`src/rtl/coef_loader_pkg.sv`:
```
// Shared constants, command codes and FSM state encoding for the coefficient loader.
package coef_loader_pkg;

  localparam int ADDR_W         = 14;
  localparam int DATA_W         = 36;
  localparam int BYTES_PER_WORD = 5;

  localparam logic [7:0] CMD_WR_L = 8'h01;
  localparam logic [7:0] CMD_WR_R = 8'h02;
  localparam logic [7:0] CMD_RD_L = 8'h03;
  localparam logic [7:0] CMD_RD_R = 8'h04;

  typedef enum logic [2:0] {
    ST_IDLE,
    ST_HDR,
    ST_WR_COL,
    ST_WR_STB,
    ST_RD_ADDR,
    ST_RD_WAIT,
    ST_RD_SEND
  } state_e;

  function automatic logic is_valid_cmd(input logic [7:0] b);
    return (b == CMD_WR_L) || (b == CMD_WR_R) || (b == CMD_RD_L) || (b == CMD_RD_R);
  endfunction

endpackage

```
`src/rtl/coef_word_shifter.sv`:
```
// 40-bit byte shift register: assembles payload bytes MSB first on write and
// serialises a zero-extended coefficient MSB first on read.
module coef_word_shifter
  import coef_loader_pkg::*;
(
  input  logic              clk_i,
  input  logic              rst_i,
  input  logic              load_i,
  input  logic [DATA_W-1:0] load_data_i,
  input  logic              shift_in_i,
  input  logic [7:0]        byte_i,
  input  logic              shift_out_i,
  output logic [DATA_W-1:0] next_word_o,
  output logic [7:0]        byte_o,
  output logic              last_o
);

  localparam int SR_W = 8 * BYTES_PER_WORD;

  logic [SR_W-1:0] sr_q, sr_d;
  logic [2:0]      cnt_q, cnt_d;

  // Word as it will stand once byte_i is shifted in; bits above DATA_W are dropped.
  assign next_word_o = {sr_q[DATA_W-9:0], byte_i};
  assign byte_o      = sr_q[SR_W-1:SR_W-8];
  assign last_o      = (cnt_q == 3'(BYTES_PER_WORD - 1));

  // Next-state: parallel load wins, otherwise shift one byte and count it.
  always_comb begin
    sr_d  = sr_q;
    cnt_d = cnt_q;
    if (load_i) begin
      sr_d  = {{(SR_W-DATA_W){1'b0}}, load_data_i};
      cnt_d = '0;
    end else if (shift_in_i) begin
      sr_d  = {sr_q[SR_W-9:0], byte_i};
      cnt_d = last_o ? 3'd0 : cnt_q + 3'd1;
    end else if (shift_out_i) begin
      sr_d  = {sr_q[SR_W-9:0], 8'h00};
      cnt_d = last_o ? 3'd0 : cnt_q + 3'd1;
    end
  end

  // Shift register and byte counter.
  always_ff @(posedge clk_i) begin
    if (rst_i) begin
      sr_q  <= '0;
      cnt_q <= '0;
    end else begin
      sr_q  <= sr_d;
      cnt_q <= cnt_d;
    end
  end

endmodule

```
`src/rtl/coef_loader.sv`:
```
// Byte-stream loader/readback engine for the stereo coefficient RAM.
// Handshakes: a byte moves on rx (tx) when valid && ready are both high at a
// rising clock edge; tx_data/tx_valid are held unchanged while not accepted.
module coef_loader
  import coef_loader_pkg::*;
(
  input  logic              clock,
  input  logic              reset,
  input  logic [7:0]        rx_data,
  input  logic              rx_valid,
  output logic              rx_ready,
  output logic [7:0]        tx_data,
  output logic              tx_valid,
  input  logic              tx_ready,
  output logic [ADDR_W-1:0] addrLrw,
  output logic [ADDR_W-1:0] addrRrw,
  output logic [DATA_W-1:0] datainLrw,
  output logic [DATA_W-1:0] datainRrw,
  output logic              weL,
  output logic              weR,
  input  logic [DATA_W-1:0] dataoutLrw,
  input  logic [DATA_W-1:0] dataoutRrw,
  output logic              busy,
  output logic              cmd_err
);

  state_e            state_q, state_d;
  logic              is_wr_q, is_wr_d;
  logic              is_right_q, is_right_d;
  logic [1:0]        hdr_cnt_q, hdr_cnt_d;
  logic [ADDR_W-1:0] addr_q, addr_d;
  logic [ADDR_W-1:0] cnt_q, cnt_d;
  logic [ADDR_W-1:0] addr_l_q, addr_l_d, addr_r_q, addr_r_d;
  logic [DATA_W-1:0] din_l_q, din_l_d, din_r_q, din_r_d;
  logic              cmd_err_q, cmd_err_d;
  logic              tx_valid_q, tx_valid_d;

  logic              rx_fire, tx_fire;
  logic              bus_addr_en, din_en;
  logic [ADDR_W-1:0] bus_addr;
  logic [ADDR_W-1:0] addr_inc;
  logic              sh_load, sh_in, sh_out, sh_last;
  logic [DATA_W-1:0] sh_next_word, sh_load_data;
  logic [7:0]        sh_byte;

  assign rx_ready     = !reset && ((state_q == ST_IDLE) || (state_q == ST_HDR) || (state_q == ST_WR_COL));
  assign rx_fire      = rx_valid && rx_ready;
  assign tx_fire      = tx_valid_q && tx_ready;
  assign addr_inc     = addr_q + 1'b1;
  assign sh_load_data = is_right_q ? dataoutRrw : dataoutLrw;

  assign tx_data   = sh_byte;
  assign tx_valid  = tx_valid_q;
  assign addrLrw   = addr_l_q;
  assign addrRrw   = addr_r_q;
  assign datainLrw = din_l_q;
  assign datainRrw = din_r_q;
  assign weL       = (state_q == ST_WR_STB) && !is_right_q;
  assign weR       = (state_q == ST_WR_STB) && is_right_q;
  assign busy      = (state_q != ST_IDLE);
  assign cmd_err   = cmd_err_q;

  coef_word_shifter u_shifter (
    .clk_i       (clock),
    .rst_i       (reset),
    .load_i      (sh_load),
    .load_data_i (sh_load_data),
    .shift_in_i  (sh_in),
    .byte_i      (rx_data),
    .shift_out_i (sh_out),
    .next_word_o (sh_next_word),
    .byte_o      (sh_byte),
    .last_o      (sh_last)
  );

  // Command FSM next-state and RAM bus updates; only the selected channel's bus moves.
  always_comb begin
    state_d     = state_q;
    is_wr_d     = is_wr_q;
    is_right_d  = is_right_q;
    hdr_cnt_d   = hdr_cnt_q;
    addr_d      = addr_q;
    cnt_d       = cnt_q;
    addr_l_d    = addr_l_q;
    addr_r_d    = addr_r_q;
    din_l_d     = din_l_q;
    din_r_d     = din_r_q;
    cmd_err_d   = 1'b0;
    sh_load     = 1'b0;
    sh_in       = 1'b0;
    sh_out      = 1'b0;
    bus_addr_en = 1'b0;
    din_en      = 1'b0;
    bus_addr    = addr_q;
    unique case (state_q)
      ST_IDLE: begin
        if (rx_fire) begin
          if (is_valid_cmd(rx_data)) begin
            is_wr_d    = (rx_data == CMD_WR_L) || (rx_data == CMD_WR_R);
            is_right_d = (rx_data == CMD_WR_R) || (rx_data == CMD_RD_R);
            hdr_cnt_d  = 2'd0;
            state_d    = ST_HDR;
          end else begin
            cmd_err_d = 1'b1;
          end
        end
      end
      ST_HDR: begin
        if (rx_fire) begin
          hdr_cnt_d = hdr_cnt_q + 2'd1;
          case (hdr_cnt_q)
            2'd0: addr_d = {rx_data[ADDR_W-9:0], addr_q[7:0]};
            2'd1: addr_d = {addr_q[ADDR_W-1:8], rx_data};
            2'd2: cnt_d  = {rx_data[ADDR_W-9:0], cnt_q[7:0]};
            default: begin
              cnt_d = {cnt_q[ADDR_W-1:8], rx_data};
              if (is_wr_q) begin
                state_d = ST_WR_COL;
              end else begin
                bus_addr_en = 1'b1;
                state_d     = ST_RD_ADDR;
              end
            end
          endcase
        end
      end
      ST_WR_COL: begin
        if (rx_fire) begin
          sh_in = 1'b1;
          if (sh_last) begin
            bus_addr_en = 1'b1;
            din_en      = 1'b1;
            state_d     = ST_WR_STB;
          end
        end
      end
      ST_WR_STB: begin
        if (cnt_q == '0) begin
          state_d = ST_IDLE;
        end else begin
          addr_d  = addr_inc;
          cnt_d   = cnt_q - 1'b1;
          state_d = ST_WR_COL;
        end
      end
      ST_RD_ADDR: state_d = ST_RD_WAIT;
      ST_RD_WAIT: begin
        sh_load = 1'b1;
        state_d = ST_RD_SEND;
      end
      ST_RD_SEND: begin
        if (tx_fire) begin
          sh_out = 1'b1;
          if (sh_last) begin
            if (cnt_q == '0) begin
              state_d = ST_IDLE;
            end else begin
              addr_d      = addr_inc;
              cnt_d       = cnt_q - 1'b1;
              bus_addr    = addr_inc;
              bus_addr_en = 1'b1;
              state_d     = ST_RD_ADDR;
            end
          end
        end
      end
      default: state_d = ST_IDLE;
    endcase
    if (bus_addr_en) begin
      if (is_right_q) addr_r_d = bus_addr;
      else            addr_l_d = bus_addr;
    end
    if (din_en) begin
      if (is_right_q) din_r_d = sh_next_word;
      else            din_l_d = sh_next_word;
    end
  end

  assign tx_valid_d = (state_d == ST_RD_SEND);

  // State and datapath registers; reset aborts any burst in flight.
  always_ff @(posedge clock) begin
    if (reset) begin
      state_q    <= ST_IDLE;
      is_wr_q    <= 1'b0;
      is_right_q <= 1'b0;
      hdr_cnt_q  <= '0;
      addr_q     <= '0;
      cnt_q      <= '0;
      addr_l_q   <= '0;
      addr_r_q   <= '0;
      din_l_q    <= '0;
      din_r_q    <= '0;
      cmd_err_q  <= 1'b0;
      tx_valid_q <= 1'b0;
    end else begin
      state_q    <= state_d;
      is_wr_q    <= is_wr_d;
      is_right_q <= is_right_d;
      hdr_cnt_q  <= hdr_cnt_d;
      addr_q     <= addr_d;
      cnt_q      <= cnt_d;
      addr_l_q   <= addr_l_d;
      addr_r_q   <= addr_r_d;
      din_l_q    <= din_l_d;
      din_r_q    <= din_r_d;
      cmd_err_q  <= cmd_err_d;
      tx_valid_q <= tx_valid_d;
    end
  end

endmodule
```
`config.mk`:
```
export PLATFORM = sky130hd
export DESIGN_NAME = coef_loader
export DESIGN_NICKNAME = d
export VERILOG_FILES = /design/src/rtl/coef_loader_pkg.sv /design/src/rtl/coef_word_shifter.sv /design/src/rtl/coef_loader.sv
export SDC_FILE = /design/constraint.sdc
export NUM_CORES = 1
export LEC_CHECK = 0
export CORE_MARGIN = 5
export CORE_UTILIZATION = 40
export DETAILED_ROUTE_END_ITERATION = 6
export PLACE_DENSITY = 0.66
export SLEW_MARGIN = 20
export SYNTH_ARGS = -nofsm -noshare
export SYNTH_HDL_FRONTEND = slang
export SYNTH_SLANG_ARGS = --single-unit
export TNS_END_PERCENT = 5
```
`constraint.sdc`:
```
create_clock -name clock -period 3.6 [get_ports clock]
set_input_delay 0.72 -clock clock [delete_from_list [all_inputs] [get_ports clock]]
set_output_delay 0.72 -clock clock [all_outputs]
set_load 0.02 [all_outputs]
```
# Word-level counts from Yosys, hierarchy flattened
# Cells that the tools add are included.
[totals] reg_bits=180 inputBits=84 out_inout_bits=114 wordCells=137
[op_classes] addsub=4 n_eq_ne=26 n_mux=52 bitwise_logic=3 reduce_logical=35
[op_table] cell="14-bit two-way mux" count=9
[op_table] cell="14-bit one-hot mux with 3 select lines" count=2
[op_table] cell="40-bit two-way mux" count=2
[op_table] cell="36-bit two-way mux" count=2
[op_table] cell="14-bit one-hot mux with 2 select lines" count=2
[op_table] cell="3-bit two-way mux" count=13
[op_table] cell="3-bit one-hot mux with 7 select lines" count=1
[op_table] cell="8-bit by 2-bit == test with 1-bit output (second input constant)" count=2
[op_table] cell="3-bit == test (second input constant)" count=5
[op_table] cell="1-bit two-way mux" count=15
[op_table] cell="14-bit by 1-bit adder with 14-bit output (second input constant)" count=1
[op_table] cell="14-bit logical NOT" count=1
[op_table] cell="2-bit != test (second input constant)" count=7
[op_table] cell="14-bit by 1-bit subtractor with 14-bit output (second input constant)" count=1
[op_table] cell="4-bit AND reduction" count=3
[op_table] cell="6-bit AND reduction" count=2
[op_table] cell="2-bit by 1-bit != test with 1-bit output (second input constant)" count=5
[op_table] cell="3-bit nonzero test" count=3
[op_table] cell="8-bit by 1-bit == test with 1-bit output (second input constant)" count=1
[op_table] cell="8-bit by 3-bit == test with 1-bit output (second input constant)" count=1
[op_table] cell="2-bit two-way mux" count=4
[op_table] cell="2-bit AND reduction" count=4
[op_table] cell="3-bit by 2-bit == test with 1-bit output (second input constant)" count=2
[op_table] cell="1-bit logical OR" count=6
[op_table] cell="other kinds (16)" count=26

# Longest topological paths before layout
# Gate-level depths: netlist of the first run.
[depth] depth_word=9 ltp_mapped=9 mapped_depth_nobuf=7

# Cells and area by module
# Synthesis of the first run repeated with hierarchy kept, for this count alone.
[unflattened] cells_unflattened=1120 hier_area_um2=9422.8
[modules_own_cells] mod="coef_loader" instances=1 cells_each=842 area_per_inst_um2=6787.8 seq_area_each_um2=2742.6
[modules_own_cells] mod="coef_word_shifter" instances=1 cells_each=278 area_per_inst_um2=2635.0 seq_area_each_um2=860.8

# Least setup slack after synthesis of the first run
# OpenSTA, ideal clock, no wires.
[synth_timing] path_type="input -> output" start="input port reset" end="output port rx_ready" t_arrival_ps=1830 t_required_ps=2880 setup_slack_ps=1050 cell_stages=4 path_buffers=3 path_cell_list="clkbuf_1 > clkbuf_1 > clkbuf_1 > a211oi_1"
[synth_between] elab_chain_cells=2
[synth_lines] element="start: declaration" line="coef_loader.sv:8" source="input logic reset,"
[synth_lines] element="1-bit logical NOT" line="coef_loader.sv:46" source="assign rx_ready = !reset && ((state_q == ST_IDLE) || (state_q == ST_HDR) || (state_q == ST_WR_COL));"
[synth_lines] element="1-bit logical AND" line="coef_loader.sv:46"
[synth_lines] element="end: declaration" line="coef_loader.sv:11" source="output logic rx_ready,"
# Every way passes these cells.

# Worst setup path in the final report of the first run
[layout_timing] start="register is_right_q" end="output port weR"
[layout_between] elab_chain_cells=1
[layout_lines] element="start: declaration" line="coef_loader.sv:29" source="logic is_right_q, is_right_d;"
[layout_lines] element="start signal: assignment" line="coef_loader.sv:199" source="is_right_q <= is_right_d;"
[layout_lines] element="1-bit logical AND" line="coef_loader.sv:59" source="assign weR = (state_q == ST_WR_STB) && is_right_q;"
[layout_lines] element="end: declaration" line="coef_loader.sv:20" source="output logic weR,"
# Every way passes these cells.

==> results_dict.tcl, run 1 <==
set metrics [dict create \
    start_kind "flip-flop" \
    cts_buffers 17 \
    syn_avg_cell_area_um2 8.26 \
    drc 0 \
    die_y_um 158 \
    grt_pass1_vias 7623 \
    ant_nets 0 \
    rsz0062_at_grt "false" \
    final_layout_size_suffix_gt1_frac 0.0749 \
    clockBufferDepth 2 \
    grt_usage 0.214 \
    regArea_mm2 0.00361 \
    nFillCells 2061 \
    crit_fanout 51 \
    slew_headroom 0.446 \
    crit_type "flip-flop to output pin" \
    finalCriticalPeriod_ns 3.02 \
    setup_tns_ns 0 \
    p_per_area_mw_per_mm2 356 \
    yosys_warnings 0 \
    layout_common_cells "clkdlybuf4s50_1 (196), dfxtp_1 (179), nand2_1 (165)" \
    ys.flop_type "dfxtp_1" \
    hold_viol 0 \
    outcome "completed" \
    hold_ws_ns 0.454 \
    cp_slowest_cell "dfxtp_4" \
    die_x_um 158 \
    grt_max_degree 80 \
    synth_cells 1061 \
    first_iter_violations 701 \
    antenna_cells 0 \
    worstPathCellList "inv_2 > nor2_1 > clkdlybuf4s50_1" \
    cp_slowest_stage_delay_ns 0.75 \
    io_buffers 197 \
    yosys-top-cells-area "dfxtp_1 (41%), nand2_1 (7.1%), a21oi_1 (6.0%)" \
    max_freq_ghz 0.331 \
    start_util 0.404 \
    antenna_found_initial 0 \
    cp_num_buf_inv 2 \
    wl_mm 27.7 \
    post_cts_buffers 0 \
    vias 8447 \
    synth_cell_types 67 \
    cts_max_level 4 \
    synth-seq-cells 180 \
    post-synth-top-area-cell "dfxtp_1" \
    finalPower_w 0.00412 \
    post_drt_wl_per_cell_um 18.4 \
    worst_slew_pin_slew_ns 0.831 \
    multi_input_area_mm2 0.00466 \
    critical_path.endpoint_type "output pin" \
    finClkSkew_ns 0.0112 \
    cts-hold-fix-buffers 0 \
    hp-class "flip-flop to flip-flop" \
    finalMaxSlewViolations 0 \
    grt_pass1_wl_mm 42.8 \
    yosysSeqAreaShare 0.411 \
    dr.pass1.iters 7 \
    netlist_area_mm2 0.00877 \
    area_growth_pct 31.9 \
    core_area_mm2 0.0217 \
    crit_family "buffers and inverters" \
    die_area_mm2 0.0250 \
    cts_root_buf "clkbuf_16" \
    drt-vias-per-instance 5.60 \
    cts_tree "done" \
    p_leak_nw 3.99 \
    std_cell_rows 54 \
    nets 1308 \
    cts_resized 0 \
    ios 198 \
    synthArstFlopShare 0 \
    cp.required_ns 2.88 \
    synth_edf_count 0 \
    synth_nets 1153 \
    clkTransAtPathRegs_ns 0.07 \
    ir_worst_vdd_v 0.000327 \
    place.gp.congestion 0.881 \
    synth_top_cell_area_share 0.411 \
    cp.arrival_ns 2.30 \
    final_common_cell "clkdlybuf4s50_1" \
    cap_violations 0 \
    clock-sinks 180 \
    grt-ovfl-total 0 \
    final.period_utilization 0.840 \
    hpwlAfterDp_mm 19.4 \
    finalSetupViolCount 0 \
    clk-insertion-delay-late_ns 0.44 \
]
## where the power goes
part           switching (W)  internal, W
combinational      0.0000856     0.000108
clock               0.000925      0.00101
sequential       0.000000815      0.00199
total                0.00101      0.00311
## worst register-to-register path, delay by kind of cell, from the launching register on
family             cells  cell delay [ns]
AOI/OAI and AO/OA      3             1.13
and+or+nand+nor        2             0.72
DFF                    1             0.69
## cells by family (layout without fill, tap and decap cells)
| logic type | count (synthesis) | in the layout | share of synthesized area |
|---|---|---|---|
| adder cells (fa/ha/maj) | 8 | 8 | 0.0114 |
| multiplexers | 41 | 41 | 0.0471 |
| AO/OA/AOI/OAI | 297 | 297 | 0.232 |
| XOR/XNOR | 15 | 15 | 0.0150 |
| flip-flops | 180 | 180 | 0.411 |
| AND/OR/NAND/NOR | 406 | 406 | 0.225 |
| buffers and inverters | 114 | 282 | 0.0591 |
## synthesized netlist by cell type, types with 13 or more instances
library cell and instances:
dfxtp_1 180, nand2_1 167, a21oi_1 105, nor2_1 66, clkbuf_1 63, a211oi_1 58, nor2b_1 46, mux2i_1 39
a311oi_1 31, o21ai_0 27, nor3_1 26, nand3_1 22, buf_2 18, inv_1 15, and2_1 13
## flip-flops by register name (all words and copies together) (netlist names)
signal           flops
tx_valid             1
addrLrw             14
cnt_q               14
is_right_q           1
cmd_err              1
datainRrw           36
addrRrw             14
u_shifter.cnt_q      3
is_wr_q              1
hdr_cnt_q            2
state_q              3
addr_q              14
u_shifter.sr_q      40
datainLrw           36
## metrics by stage
step	utilization	std cells	setup WS, ns	cell area (um2)
after floorplan	-	1061	1.05	8770
after global placement	0.504	1477	0.490	10900
after detailed placement	0.504	1477	0.386	10900
after CTS	0.533	1509	0.543	11600
after global routing	0.533	1509	0.432	11600
final	0.533	1509	0.576	11600
## worst paths after layout
check | startpoint | end | slack, ns | cells after the start
max | is_right_q$_SDFFE_PP0P_ | weR | 0.58 | 3
min | datainLrw[3]$_SDFFE_PP0P_ | datainLrw[3]$_SDFFE_PP0P_ | 0.45 | 2
max reg2reg | state_q[2]$_SDFF_PP0_ | addrRrw[0]$_SDFFE_PP0P_ | 0.98 | 5
min reg2reg | datainLrw[3]$_SDFFE_PP0P_ | datainLrw[3]$_SDFFE_PP0P_ | 0.45 | 2
## final cells by class
| cell class | count | area share |
|---|---|---|
| Multi-Input combinational cell | 767 | 0.403 |
| Sequential cell | 180 | 0.312 |
| Timing Repair Buffer | 234 | 0.196 |
| Clock buffer | 17 | 0.0368 |
| Tap cell | 280 | 0.0303 |
| Clock inverter | 15 | 0.0173 |
| Inverter | 16 | 0.00519 |
## layer usage
metal,global-route usage,up-vias,wire (um)
li1,-,4135,-
met5,0,-,0
met4,0.0561,0,505
met1,0.299,3998,12400
met3,0.0467,33,1960
met2,0.335,281,12800
Note: power is estimated with default switching activity, not from simulation.
==> inputs of run 2 (changes only) <==
--- a/config.mk
+++ b/config.mk
@@ -8,7 +8,7 @@
 export CORE_MARGIN = 5
 export CORE_UTILIZATION = 40
 export DETAILED_ROUTE_END_ITERATION = 6
-export PLACE_DENSITY = 0.66
+export PLACE_DENSITY = 0.68
 export SLEW_MARGIN = 20
 export SYNTH_ARGS = -nofsm -noshare
 export SYNTH_HDL_FRONTEND = slang
==> constraint.sdc (replaced) <==
create_clock -name clock -period 2.7 [get_ports clock]
set_input_delay 0.54 -clock clock [delete_from_list [all_inputs] [get_ports clock]]
set_output_delay 0.54 -clock clock [all_outputs]
set_load 0.02 [all_outputs]
==> run 2 against run 1 <==
  * Utilization rose by 1.2 points
  * Global-route usage fell by 0.058 points
  * Clock skew rose by 0.00053 ns
  * First-iteration DRC count fell by 9.4%
  * Power rose by 31%
  * Clock power rose by 29%
  * Clock-buffer cell count did not move
  * Cell area rose by 2.2%
  * Sequential share of layout area fell by 0.65 points
  * Register-to-register slack got worse by 0.58 ns
  * Sequential power rose by 33%
  * Critical endpoint unchanged
==> results_dict.tcl, run 2 (same netlist as run 1, synthesis figures left out) <==
set metrics [dict create \
    outcome "completed" \
    grt-ovfl-total 0 \
    cts_max_level 4 \
    clkTransAtPathRegs_ns 0.07 \
    hp-class "input port to flip-flop" \
    drt-vias-per-instance 5.57 \
    clk-insertion-delay-late_ns 0.44 \
    finClkSkew_ns 0.0117 \
    finalCriticalPeriod_ns 2.59 \
    clockBufferDepth 2 \
    largest_register_ffs 40 \
    p_per_area_mw_per_mm2 458 \
    final.period_utilization 0.961 \
    fin_util 0.545 \
    nets 1325 \
    hold_viol 0 \
    vias 8494 \
    hpwlAfterDp_mm 19.5 \
    start_kind "flip-flop" \
    p_leak_nw 4.11 \
    setup_tns_ns 0 \
    io_buffers 197 \
    clock-sinks 180 \
    core_area_mm2 0.0217 \
    largest_register "u_shifter.sr_q" \
    ir_worst_vdd_v 0.000450 \
    die_area_mm2 0.0250 \
    nFillCells 2011 \
    grt_usage 0.213 \
    rsz0062_at_grt "false" \
    worst_slew_pin_slew_ns 0.806 \
    place.gp.congestion 0.879 \
    drc 0 \
    area_growth_pct 34.8 \
    place_area_mm2 0.0112 \
    multi_input_area_mm2 0.00467 \
    layout_common_cells "clkdlybuf4s50_1 (196), dfxtp_1 (178), nand2_1 (165)" \
    finalMaxSlewViolations 0 \
    post_drt_wl_per_cell_um 18.0 \
    ios 198 \
    cp.required_ns 2.16 \
    crit_type "flip-flop to output pin" \
    max_freq_ghz 0.386 \
    start_util 0.404 \
    cap_violations 0 \
    finalSetupViolCount 0 \
    final_layout_size_suffix_gt1_frac 0.0891 \
    die_y_um 158 \
    cts_buffers 17 \
    std_cell_rows 54 \
    hold_ws_ns 0.349 \
    final_common_cell "clkdlybuf4s50_1" \
    grt_pass1_vias 7882 \
    slew_headroom 0.463 \
    die_x_um 158 \
    final_cell_area_mm2 0.0118 \
    crit_fanout 15 \
    critical_path.endpoint_type "output pin" \
    cts_root_buf "clkbuf_16" \
    dr.pass1.iters 6 \
    cts_tree "done" \
    regArea_mm2 0.00361 \
    first_iter_violations 635 \
    ant_nets 0 \
    antenna_cells 0 \
    wl_mm 27.5 \
    cp.arrival_ns 2.05 \
    antenna_found_initial 0 \
    grt_pass1_wl_mm 42.8 \
    grt_max_degree 92 \
]
-- run 2: changes by cell type in the layout (fill, tap and decap cells not counted), sizes merged --
cell and change:
buf +17, bufinv -1, clkinv +2, inv -1
-- run 2: per-stage QoR --
step / power [W] / cells / worst slack, ns
after global placement: 0.00298 / 1494 / 0.0365
final: 0.00541 / 1526 / 0.106
after global routing: 0.00561 / 1526 / 0.00295
after detailed placement: 0.00298 / 1494 / -0.0171
after CTS: 0.00546 / 1526 / 0.113
after floorplan: 0.00281 / 1061 / 0.386
-- run 2: final timing paths --
| kind | startpoint | to | slack [ns] | depth (start not counted) |
|---|---|---|---|---|
| max | state_q[2]$_SDFF_PP0_ | weR | 0.11 | 3 |
| max reg2reg | cnt_q[0]$_SDFFE_PP0P_ | addr_q[10]$_SDFFE_PP0P_ | 0.40 | 9 |
| min reg2reg | datainLrw[32]$_SDFFE_PP0P_ | datainLrw[32]$_SDFFE_PP0P_ | 0.45 | 2 |
| min | reset | state_q[1]$_SDFF_PP0_ | 0.35 | 2 |
-- run 2: cell type report --
| type | instances | share of cell area |
|---|---|---|
| clock buffers | 17 | 0.0360 |
| flip-flops and latches | 180 | 0.305 |
| clock inverters | 15 | 0.0151 |
| well taps | 280 | 0.0296 |
| inverters | 16 | 0.00508 |
| multi-input cells | 767 | 0.395 |
| repair buffers | 251 | 0.214 |
-- run 2: per-layer routing --
metal | wire length, um | vias up | track usage
met5 | 0 | - | 0
met4 | 408 | 0 | 0.0516
met3 | 2000 | 26 | 0.0500
met2 | 13100 | 245 | 0.349
met1 | 12000 | 4039 | 0.286
li1 | - | 4184 | -
-- run 2: critical path: stages (launching register included) --
cell and delay (ns):
dfxtp_1 0.47, nand3b_1 0.37, nor2_1 0.16, clkdlybuf4s50_1 0.63
-- run 2: power by group --
| group | internal (W) | switching (W) | leakage, nW |
|---|---|---|---|
| clock | 0.00126 | 0.00124 | 0.294 |
| combinational | 0.000149 | 0.000115 | 2.36 |
| sequential | 0.00265 | 0.000000703 | 1.45 |
| total | 0.00406 | 0.00135 | 4.11 |
-- run 2: timing repair --
| action | in CTS | in global routing |
|---|---|---|
| endpoints found under the hold margin | 0 | 0 |
| hold buffers | 0 | 0 |
| buffers inserted | 0 | 0 |
| gates cloned | 0 | 0 |
| gates resized for setup | 1 | 1 |
| setup endpoints to repair | 2 | 1 |
==> inputs of run 3 (changes only) <==
--- a/config.mk
+++ b/config.mk
@@ -8,6 +8,8 @@
 export CORE_MARGIN = 5
 export CORE_UTILIZATION = 40
 export DETAILED_ROUTE_END_ITERATION = 6
+export GPL_TIMING_DRIVEN = 0
+export HOLD_SLACK_MARGIN = 0.15
 export PLACE_DENSITY = 0.68
 export SLEW_MARGIN = 20
 export SYNTH_ARGS = -nofsm -noshare
==> run 3 against run 2 <==
  * Combinational power up 4%
  * Sequential share of layout area rose by 0.12 points
  * Critical path depth rose by 4
  * Non-clock buffer count increased by 41
  * Power up 2.4%
  * Critical endpoint is now addrLrw[6]$_SDFFE_PP0P_
==> results_dict.tcl, run 3 (same netlist as run 1, synthesis figures left out) <==
set metrics [dict create \
    outcome "completed" \
    die_y_um 158 \
    layout_common_cells "clkdlybuf4s50_1 (191), dfxtp_1 (179), nand2_1 (166)" \
    grt-ovfl-total 0 \
    start_kind "input port" \
    finalMaxSlewViolations 0 \
    vias 8997 \
    clockBufferDepth 2 \
    cap_violations 0 \
    antenna_cells 0 \
    io_buffers 195 \
    cts_root_buf "clkbuf_16" \
    max_freq_ghz 0.375 \
    cts_max_level 4 \
    std_cell_rows 54 \
    final_common_cell "clkdlybuf4s50_1" \
    core_area_mm2 0.0217 \
    sw_frac_of_total 0.253 \
    wl_mm 31.2 \
    clock_power_share 0.472 \
    drt-vias-per-instance 5.74 \
    critical_path.endpoint_type "flip-flop" \
    die_area_mm2 0.0250 \
    final_cell_area_mm2 0.0118 \
    switching_power_w 0.00140 \
    largest_register "u_shifter.sr_q" \
    first_iter_violations 1048 \
    hpwlAfterDp_mm 23.2 \
    grt_pass1_vias 8339 \
    antenna_found_initial 0 \
    nFillCells 2058 \
    finClkSkew_ns 0.0136 \
    p_seq_frac 0.479 \
    grt_max_degree 21 \
    final_layout_size_suffix_gt1_frac 0.0785 \
    worst_slew_pin_slew_ns 0.774 \
    clkTransAtPathRegs_ns 0.07 \
    ios 198 \
    cts-hold-fix-buffers 0 \
    drc 0 \
    intPower_w 0.00414 \
    final.period_utilization 0.988 \
    cp.required_ns 3.01 \
    rsz0062_at_grt "true" \
    place.gp.congestion 0.914 \
    crit_type "input port to flip-flop" \
    fin_util 0.543 \
    p_per_area_mw_per_mm2 471 \
    largest_register_ffs 40 \
    nets 1366 \
    p_leak_nw 4.12 \
    place_area_mm2 0.0111 \
    pwr-share-comb 0.050 \
    clock-sinks 180 \
    ir_worst_vdd_v 0.000461 \
    die_x_um 158 \
    cts_tree "done" \
    hp-class "flip-flop to flip-flop" \
    area_growth_pct 34.2 \
    hold_viol 0 \
    ant_nets 0 \
    cts_buffers 17 \
    post_drt_wl_per_cell_um 19.9 \
    dr.pass1.iters 6 \
    grt_pass1_wl_mm 47.0 \
    slew_headroom 0.484 \
    finalCriticalPeriod_ns 2.67 \
    crit_fanout 10 \
    cp.arrival_ns 2.98 \
    start_util 0.404 \
    clk-insertion-delay-late_ns 0.45 \
    grt_usage 0.240 \
    finalSetupViolCount 0 \
]
run 3: cell types whose count changed in the layout (fill, tap and decap cells not counted), sizes merged:
| cell | change |
|---|---|
| clkbuf | +65 |
| buf | -22 |
| clkdlybuf4s50 | -5 |
| dlymetal6s2s | +3 |
| clkinv | -2 |
| bufinv | +1 |
| inv | +1 |
run 3: timing repair:
item | 4_1_cts | 5_1_grt
endpoints found under the setup margin | 23 | 76
resized for setup | 23 | 18
buffers inserted | 0 | 0
run 3: layer usage:
layer / track usage / part of all wire / up-vias
met2: 0.375 / 0.45 / 437
met5: 0 / 0 / -
met3: 0.0459 / 0.090 / 53
met1: 0.337 / 0.44 / 4240
li1: - / - / 4267
met4: 0.0760 / 0.021 / 0
run 3: stage by stage:
| step | power, W | TNS, ns | cells | hold slack, ns | worst slack [ns] |
|---|---|---|---|---|---|
| 3_5_place_dp | 0.00298 | -43.33 | 1536 | 0.446 | -1.11 |
| 6_report | 0.00554 | 0 | 1567 | 0.451 | 0.0314 |
| 4_1_cts | 0.00555 | -0.0460 | 1567 | 0.455 | -0.0460 |
| 3_3_place_gp | 0.00298 | -41.38 | 1536 | 0.440 | -1.13 |
| 2_1_floorplan | 0.00281 | 0 | 1061 | 0.432 | 0.386 |
| 5_1_grt | 0.00569 | -0.202 | 1567 | 0.478 | -0.0476 |
run 3: final timing paths:
check                                        from                               to  slack (ns)  depth (start not counted)
hold / removal    u_shifter.sr_q[39]$_SDFFE_PP0P_  u_shifter.sr_q[39]$_SDFFE_PP0P_        0.45                          2
setup reg to reg  u_shifter.cnt_q[0]$_SDFFE_PP0P_         addrRrw[12]$_SDFFE_PP0P_        0.16                          8
hold reg to reg   u_shifter.sr_q[39]$_SDFFE_PP0P_  u_shifter.sr_q[39]$_SDFFE_PP0P_        0.45                          2
setup / recovery                         rx_valid          addrLrw[6]$_SDFFE_PP0P_        0.03                          7
run 3: layout make-up:
cell class,count,area (um2),area share
buffer,97,494,0.0420
clock buffer,17,425,0.0361
clock inverter,15,198,0.0168
inverter,16,60.1,0.00510
multi-input combinational,767,4680,0.398
sequential,180,3610,0.307
tap,280,350,0.0298
timing repair buffer,195,1950,0.166
run 3: power by group through the flow:
stage	Combinational (W)	Sequential, W	Clock (W)
final	0.000275	0.00265	0.00261
after global routing	0.000288	0.00265	0.00275
after CTS	0.000271	0.00265	0.00263
after detailed placement	0.000267	0.00272	0
after global placement	0.000267	0.00272	0
after floorplan	0.0000897	0.00272	0
run 3: critical path: stages:
cell	delay, ns
clkdlybuf4s50_1	0.58
nor3b_1	0.61
nand4b_1	0.46
o211a_2	0.29
nor2_2	0.17
buf_4	0.24
a211oi_1	0.09
